`src/rtl/sram_req_arbiter_pkg.sv`:
```
`default_nettype none
// ============================================================================
//  Module      : sram_req_arbiter_pkg
//  Description : Shared master-ID constants, arbiter state encoding and a
//                small helper for the SRAM request arbiter.
//  Revision    : 1.0 - initial release
// ============================================================================
package sram_req_arbiter_pkg;

    // Master identifiers, also the value stored in the in-order ID FIFO
    localparam logic MID_INST = 1'b0;
    localparam logic MID_DATA = 1'b1;

    // Grant-lock state: IDLE arbitrates freely, LOCKx holds grant on master x
    typedef enum logic [1:0] {
        IDLE  = 2'd0,
        LOCK0 = 2'd1,
        LOCK1 = 2'd2
    } arb_state_t;

    // The master that is not 'mid'
    function automatic logic other_mid(input logic mid);
        return ~mid;
    endfunction

endpackage
`default_nettype wire

```
`src/rtl/sram_id_fifo.sv`:
```
`default_nettype none
// ============================================================================
//  Module      : sram_id_fifo
//  Description : In-order 1-bit master-ID FIFO. Pointers carry one extra
//                wrap bit so full and empty are distinguished without a
//                separate occupancy counter.
//  Revision    : 1.0 - initial release
// ============================================================================
module sram_id_fifo #(
    parameter int DEPTH = 4
) (
    input  logic clk,
    input  logic rst,
    input  logic i_push,
    input  logic i_din,
    input  logic i_pop,
    output logic o_dout,
    output logic o_full,
    output logic o_empty
);

    localparam int AW = $clog2(DEPTH);

    logic [AW:0]      r_wptr;
    logic [AW:0]      r_rptr;
    logic [DEPTH-1:0] r_mem;

    assign o_full  = (r_wptr[AW] != r_rptr[AW]) &&
                     (r_wptr[AW-1:0] == r_rptr[AW-1:0]);
    assign o_empty = (r_wptr == r_rptr);
    assign o_dout  = r_mem[r_rptr[AW-1:0]];

    // Pointer advance and storage write; push ignored when full, pop when empty
    always_ff @(posedge clk) begin
        if (rst) begin
            r_wptr <= '0;
            r_rptr <= '0;
            r_mem  <= '0;
        end else begin
            if (i_push && !o_full) begin
                r_mem[r_wptr[AW-1:0]] <= i_din;
                r_wptr                <= r_wptr + 1'b1;
            end
            if (i_pop && !o_empty) begin
                r_rptr <= r_rptr + 1'b1;
            end
        end
    end

endmodule
`default_nettype wire

```
`src/rtl/sram_req_arbiter.sv`:
```
`default_nettype none
// ============================================================================
//  Module      : sram_req_arbiter
//  Description : Two-master (instruction / data) arbiter onto a single SRAM-
//                style slave. Round-robin with grant lock while a request is
//                stalled; responses are routed back in order via an ID FIFO.
//  Revision    : 1.0 - initial release
// ============================================================================
module sram_req_arbiter
    import sram_req_arbiter_pkg::*;
#(
    parameter int DEPTH = 4
) (
    input  logic        clk,
    input  logic        reset,
    // instruction-side master
    input  logic        m0_req,
    input  logic        m0_wr,
    input  logic [1:0]  m0_size,
    input  logic [3:0]  m0_wstrb,
    input  logic [31:0] m0_addr,
    input  logic [31:0] m0_wdata,
    output logic        m0_addr_ok,
    output logic        m0_data_ok,
    output logic [31:0] m0_rdata,
    // data-side master
    input  logic        m1_req,
    input  logic        m1_wr,
    input  logic [1:0]  m1_size,
    input  logic [3:0]  m1_wstrb,
    input  logic [31:0] m1_addr,
    input  logic [31:0] m1_wdata,
    output logic        m1_addr_ok,
    output logic        m1_data_ok,
    output logic [31:0] m1_rdata,
    // shared slave
    output logic        s_req,
    output logic        s_wr,
    output logic [1:0]  s_size,
    output logic [3:0]  s_wstrb,
    output logic [31:0] s_addr,
    output logic [31:0] s_wdata,
    input  logic        s_addr_ok,
    input  logic        s_data_ok,
    input  logic [31:0] s_rdata,
    output logic        err
);

    arb_state_t r_state;
    arb_state_t w_state_nxt;
    logic       r_prio;      // master that wins the next conflict
    logic       r_err;
    logic       w_grant;
    logic       w_greq;
    logic       w_accept;
    logic       w_pop;
    logic       w_full;
    logic       w_empty;
    logic       w_head;

    // Grant selection: a lock pins the grant, otherwise round-robin on conflict
    always_comb begin
        w_grant = r_prio;
        case (r_state)
            LOCK0:   w_grant = MID_INST;
            LOCK1:   w_grant = MID_DATA;
            default: begin
                if (m0_req && m1_req) w_grant = r_prio;
                else if (m1_req)      w_grant = MID_DATA;
                else if (m0_req)      w_grant = MID_INST;
                else                  w_grant = r_prio;
            end
        endcase
    end

    assign w_greq   = (w_grant == MID_DATA) ? m1_req : m0_req;
    // A full ID FIFO blocks new requests even if a pop happens this cycle
    assign s_req    = w_greq && !w_full && !reset;
    assign w_accept = s_req && s_addr_ok;

    assign s_wr     = (w_grant == MID_DATA) ? m1_wr    : m0_wr;
    assign s_size   = (w_grant == MID_DATA) ? m1_size  : m0_size;
    assign s_wstrb  = (w_grant == MID_DATA) ? m1_wstrb : m0_wstrb;
    assign s_addr   = (w_grant == MID_DATA) ? m1_addr  : m0_addr;
    assign s_wdata  = (w_grant == MID_DATA) ? m1_wdata : m0_wdata;

    assign m0_addr_ok = w_accept && (w_grant == MID_INST);
    assign m1_addr_ok = w_accept && (w_grant == MID_DATA);

    // Responses go to the master at the FIFO head with no added latency
    assign w_pop      = s_data_ok && !w_empty && !reset;
    assign m0_data_ok = w_pop && (w_head == MID_INST);
    assign m1_data_ok = w_pop && (w_head == MID_DATA);
    assign m0_rdata   = m0_data_ok ? s_rdata : '0;
    assign m1_rdata   = m1_data_ok ? s_rdata : '0;

    assign err = r_err;

    // Lock state transitions: enter lock on a stalled request, leave on accept
    always_comb begin
        w_state_nxt = r_state;
        case (r_state)
            IDLE: begin
                if (s_req && !s_addr_ok)
                    w_state_nxt = (w_grant == MID_DATA) ? LOCK1 : LOCK0;
            end
            LOCK0, LOCK1: begin
                if (w_accept) w_state_nxt = IDLE;
            end
            default: w_state_nxt = IDLE;
        endcase
    end

    // State register, round-robin pointer and sticky error flag
    always_ff @(posedge clk) begin
        if (reset) begin
            r_state <= IDLE;
            r_prio  <= MID_DATA;
            r_err   <= 1'b0;
        end else begin
            r_state <= w_state_nxt;
            if (w_accept) r_prio <= other_mid(w_grant);
            if (s_data_ok && w_empty) r_err <= 1'b1;
        end
    end

    sram_id_fifo #(
        .DEPTH (DEPTH)
    ) u_id_fifo (
        .clk     (clk),
        .rst     (reset),
        .i_push  (w_accept),
        .i_din   (w_grant),
        .i_pop   (w_pop),
        .o_dout  (w_head),
        .o_full  (w_full),
        .o_empty (w_empty)
    );

endmodule
`default_nettype wire

```
`config.mk`:
```
export PLATFORM = sky130hd
export DESIGN_NAME = sram_req_arbiter
export DESIGN_NICKNAME = d
export VERILOG_FILES = /design/src/rtl/sram_req_arbiter_pkg.sv /design/src/rtl/sram_id_fifo.sv /design/src/rtl/sram_req_arbiter.sv
export SDC_FILE = /design/constraint.sdc
export NUM_CORES = 1
export LEC_CHECK = 0
export BUFFER_PORTS_ARGS = -buffer_cell sky130_fd_sc_hd__buf_2
export CAP_MARGIN = 20
export CORE_AREA = 5 5 123 125
export DETAILED_ROUTE_END_ITERATION = 7
export DIE_AREA = 0 0 128 130
export PLACE_DENSITY_LB_ADDON = 0.25
export SLEW_MARGIN = 30
export SYNTH_ARGS = -nofsm -noshare
export SYNTH_HDL_FRONTEND = slang
export SYNTH_SLANG_ARGS = --single-unit
```
`constraint.sdc`:
```
create_clock -name clk -period 4.7 [get_ports clk]
set_input_delay 0.47 -clock clk [delete_from_list [all_inputs] [get_ports clk]]
set_output_delay 0.47 -clock clk [all_outputs]
set_load 0.01 [all_outputs]
```
Word level (Yosys, flattened, before mapping)
Cells that the tools add are included.
{"block": "totals", "register_bits": 14, "inputBits": 180, "output_inout_bits": 141, "elab_cells": 64}
{"block": "op_classes", "add_sub_neg": 2, "n_lt_le_gt_ge": 3, "n_eq_ne": 7, "n_mux": 21, "bitwise_logic": 2, "reduce_logical": 23}
{"operator": "$mux 32", "count": 4}
{"operator": "$logic_and 1x1->1", "count": 16}
{"operator": "$mux 2", "count": 4}
{"operator": "$mux 1", "count": 7}
{"operator": "$add 3x1->3 const B", "count": 2}
{"operator": "$lt 2x3->1 const B", "count": 2}
{"operator": "$bwmux 4", "count": 1}
{"operator": "$logic_not 1->1", "count": 4}
{"operator": "$mux 4", "count": 1}
{"operator": "$pmux 2 s2", "count": 1}
{"operator": "$eq 3x3->1", "count": 1}
{"operator": "$bmux 1 s2", "count": 1}
{"operator": "$demux 1 s2", "count": 1}
{"operator": "$eq 2x1->1 const B", "count": 1}
{"operator": "$eq 2x2->1", "count": 1}
{"operator": "$eq 2x2->1 const B", "count": 1}
{"operator": "$ge 2x1->1 const B", "count": 1}
{"operator": "$logic_not 2->1", "count": 1}
{"operator": "$ne 2x1->1 const B", "count": 1}
{"operator": "$ne 2x2->1 const B", "count": 1}
{"operator": "$not 1->1", "count": 2}
{"operator": "$pmux 1 s2", "count": 1}
{"operator": "$reduce_and 2->1", "count": 1}
{"operator": "$reduce_or 2->1", "count": 1}
{"operator": "$ne 1x1->1", "count": 1}

Longest topological paths before layout
{"block": "logic_depth", "depth_word": 10, "mapped_depth": 7, "depth_no_buf": 6}

By module
Synthesis repeated with hierarchy kept, for this count alone.
{"block": "unflattened", "hier_cells": 263, "area_unflattened_um2": 2463.6}
{"module": "sram_req_arbiter", "instances": 1, "cells_each": 194, "area_per_inst_um2": 1809.2, "seq_area_each_um2": 80.1}
{"module": "sram_id_fifo", "instances": 1, "cells_each": 69, "area_per_inst_um2": 654.4, "seq_area_each_um2": 200.2}

Least setup slack after synthesis
OpenSTA, ideal clock, no wires.
{"block": "synth_path", "kind": "flip-flop to output port", "startpoint": "register r_state[1]", "endpoint": "output s_wdata[10]", "t_arrival_ns": 1.782, "required_time_ns": 4.230, "setup_slack_ns": 2.448, "stages_incl_launch_ff": 8, "path_buffers": 3, "cell_sequence": "dfxtp_1 -> inv_1 -> ha_1 -> buf_2 -> mux2i_4 -> buf_4 -> buf_4 -> mux2_2"}
{"block": "synth_between", "elab_chain_cells": 3, "elab_cells_between_ends": 4, "classes_between": "eq/ne (2); mux (2)"}
{"item": "start, declared", "line_no": "sram_req_arbiter.sv:49", "source": "arb_state_t r_state;"}
{"item": "start signal, assigned", "line_no": "sram_req_arbiter.sv:121", "source": "r_state <= w_state_nxt;"}
{"item": "$eq 2x2->1 or $eq 2x1->1 (tied branches)", "line_no": "sram_req_arbiter.sv:64", "source": "case (r_state)"}
{"item": "$pmux 1 s2 (*)", "line_no": "sram_req_arbiter.sv:64"}
{"item": "$mux 32 (*)", "line_no": "sram_req_arbiter.sv:85", "source": "assign s_wdata = (w_grant == MID_DATA) ? m1_wdata : m0_wdata;"}
{"item": "end, declared", "line_no": "sram_req_arbiter.sv:42", "source": "output logic [31:0] s_wdata,"}
Every way passes the cells marked *; elsewhere a longest branch is shown, timed or not.

Worst setup path in the final report
{"block": "layout_path", "startpoint": "register r_state[1]", "endpoint": "output s_wdata[2]"}
The elaborated chain is that of the path after synthesis.

==> key figures <==
Global routing
  • Largest net degree at the start of global routing: 74
  • First-pass GRT wire length: 16,400 µm
  • Gr usage total: 12.4%
  • Vias in the first global route: 3,122
  • Total grt overflow: 0
  • Antenna violations before repair: 1

Worst setup path
  • Crit end category: primary output
  • Crit path cell chain: inv_1 -> ha_1 -> mux2i_4 -> buf_4 -> mux2_2 -> buf_2
  • Top delay family on crit path: buffers and inverters
  • FF-to-FF End: r_state[1]
  • Crit Path Category: flop to primary output
  • CP Launch Type: flop
  • Setup slack, reg-to-reg: 2.46 ns
  • Crit-path max FO: 73
  • Crit path largest cell delay: 0.72 ns
  • Buf/Inv on CP: 3
  • Worst Path Required: 4.23 ns
  • Reg2Reg Depth: 5
  • Critical path arrival: 2.80 ns
  • Critical path's slowest cell: buf_4
  • Worst R2R Start: r_state[1]

Floorplan
  • Core Region: 13,800 µm²
  • # IOs: 321
  • Initial core utilization: 15.9%
  • Die Width: 128 µm
  • Die Y-Extent: 130 µm
  • Row cnt: 43
  • Die area: 16,600 µm²

Logic synthesis
  • Synth cell types: 38
  • Number of flops mapped to enable cells by yosys: 0
  • Mapped Cells: 242
  • Multiplexer share of the synthesized area: 40.5%
  • Largest family of logic cells by synthesized area: multiplexers
  • Simple-gate share of the synthesized area: 22.6%
  • Synth Register Bits: 14
  • Synth Cell Area: 2190 µm²
  • Syn Area/Cell: 9.05 µm²
  • Async S/R FF share, synth: 0%
  • Main synth FF type: dfxtp_1
  • Syn nets: 429
  • Compound-gate portion of the synthesized area: 10.2%
  • YS warnings: 0
  • Seq/Total Area, Yosys: 12.8%
  • Post-Synth XOR/XNOR Area: 3.89%
  • Synthesized-area fraction occupied by adder cells: 4.51%

Timing
  • Setup TNS: 0 ns
  • Rel. slew slack: 42.0%
  • Final Skew: 0.000335 ns
  • Worst setup margin: 1.43 ns
  • Final hold violations: 0
  • Slew @ Worst Pin: 0.870 ns
  • Pins Over Slew Limit: 0
  • Tcrit/Tclk final: 69.6%
  • Post-layout min period: 3.27 ns
  • RSZ-0062 raised after global routing: false
  • Fmax: 306 MHz
  • Final hold slack: 0.486 ns
  • Final setup violation count: 0

Placement
  • Setup WS pre-CTS: 1.69 ns
  • Post-DP HPWL: 10,600 µm
  • GPL Wtd Cong: 0.906
  • PortBufs: 320

CTS
  • CTS Buffer Depth: 2
  • Post-CTS Setup Inserts: 0
  • CTS root buffer: clkbuf_16
  • CTS Buf Count: 3
  • H-tree depth: 1
  • CTS clk-pin slew, worst paths: 0.04 ns
  • CTS Hold Buffers Added: 0
  • TritonCTS clock tree: built
  • Clock sinks: 14
  • Resize count post-CTS: 0
  • Clk_lat worst skew: 0.24 ns

Power
  • Lkg Pwr: 2.23 nW
  • P_sw: 409 µW
  • Clk pwr share: 15.3%
  • Logic pwr share: 71.0%
  • PwrDens: 252 nW/µm²
  • Switching share of power: 40.3%
  • Maximum VDD drop: 0.182 mV
  • Flop pwr share: 13.6%
  • Internal power: 605 µW
  • Power Total: 1.01 mW

Routing
  • First drt pass iteration count: 4
  • Initial DRC Count: 50
  • Final wirelength: 11,700 µm
  • Vias: 3,054
  • Met2 WL: 6140 µm
  • Max Used Layer: met4
  • Final ANT Viol Nets: 0
  • Met3 wire len: 1170 µm
  • Met1 WL: 4000 µm
  • # DRC: 0
  • Vias/cell: 4.17
  • Detail-routed net length per standard cell: 16.0 µm

Run
  • Max-cap violation count: 0

Final layout
  • Share of cells above drive strength 1: 74.0%
  • Most frequent cells in the layout: 320 x buf_2, 72 x mux2_2, 64 x and2_1
  • Final core utilization: 29.2%
  • Nets@finish: 740
  • Most common cell after layout, fill and taps aside: buf_2
  • Area delta synth->final: 83.9%

Outcome
  • Outcome: completed

Hold path
  • HP Start: err
  • Hold Path Class: flop to flop
  • Hold Crit Endpoint: err
  • WHS Path Cells: 2
==> worst reg2reg max path, delay by kind of cell (launching register included) <==
family,cells,cell delay [ns]
adders and majority gates,1,0.48
DFF,1,0.33
muxes,1,0.34
buffers and inverters,2,0.78
AOI/OAI and AO/OA,1,0.17
==> how the worst max path moves through the flow <==
stage                  endpoint  startpoint  slack [ns]  depth (start not counted)
detailed placement   s_wdata[2]  r_state[1]        1.69                          6
floorplan           s_wdata[10]  r_state[1]        2.45                          7
CTS                  s_wdata[2]  r_state[1]        1.41                          6
global placement     s_wdata[2]  r_state[1]        1.74                          6
finish               s_wdata[2]  r_state[1]        1.43                          6
global route         s_wdata[2]  r_state[1]        1.29                          6
==> final cells by class <==
type	instances	area (µm²)
well taps	180	225
clock buffers	3	75.1
multi-input cells	204	1790
repair buffers	323	1630
diodes	1	2.50
inverters	7	26.3
flip-flops and latches	14	280
fillers	1473	9750
==> flip-flops by register name, indices dropped and copies added, names as in the netlist <==
| register | cells |
|---|---|
| r_prio | 1 |
| u_id_fifo.r_rptr | 3 |
| err | 1 |
| u_id_fifo.r_wptr | 3 |
| r_state | 2 |
| u_id_fifo.r_mem | 4 |
==> per-stage QoR <==
| step | instances | area, µm² |
|---|---|---|
| finish | 732 | 4030 |
| global route | 732 | 4030 |
| CTS | 730 | 4010 |
| detailed placement | 727 | 3940 |
| global placement | 727 | 3940 |
| floorplan | 242 | 2190 |
==> logic make-up (layout without fill, tap and decap cells) <==
group / count (synthesis) / count (layout)
adders and majority gates: 8 / 8
other: 0 / 1
AOI/OAI and AO/OA: 29 / 29
xor gates and xnor gates: 8 / 8
muxes: 77 / 77
and+or+nand+nor: 82 / 82
DFF: 14 / 14
buffers and inverters: 24 / 333
==> layer usage <==
metal	global-route usage [%]	vias up
li1	-	1473
met1	12.7	1355
met2	23.8	214
met3	2.87	12
met4	5.56	0
met5	0	-
==> Yosys cell counts, drive strengths merged (3+ instances only) <==
library cell | instances | area share [%]
mux2 | 72 | 37
and2 | 64 | 18
buf | 15 | 3.9
dfxtp | 14 | 13
nor2 | 8 | 1.4
ha | 7 | 4.0
inv | 7 | 1.2
a21oi | 6 | 1.4
xor2 | 5 | 2.7
a311oi | 4 | 1.6
mux2i | 4 | 2.4
nand2 | 4 | 0.69
a31oi | 3 | 0.86
o32ai | 3 | 1.2
xnor2 | 3 | 1.2
==> power groups by stage <==
stage               logic [mW]  clock network (mW)  registers (mW)
floorplan                0.457                   0           0.139
global placement         0.721                   0           0.141
detailed placement       0.724                   0           0.141
CTS                      0.729               0.162           0.139
global route             0.772               0.169           0.140
finish                   0.721               0.156           0.138
Power figures use the tool's default switching activity.
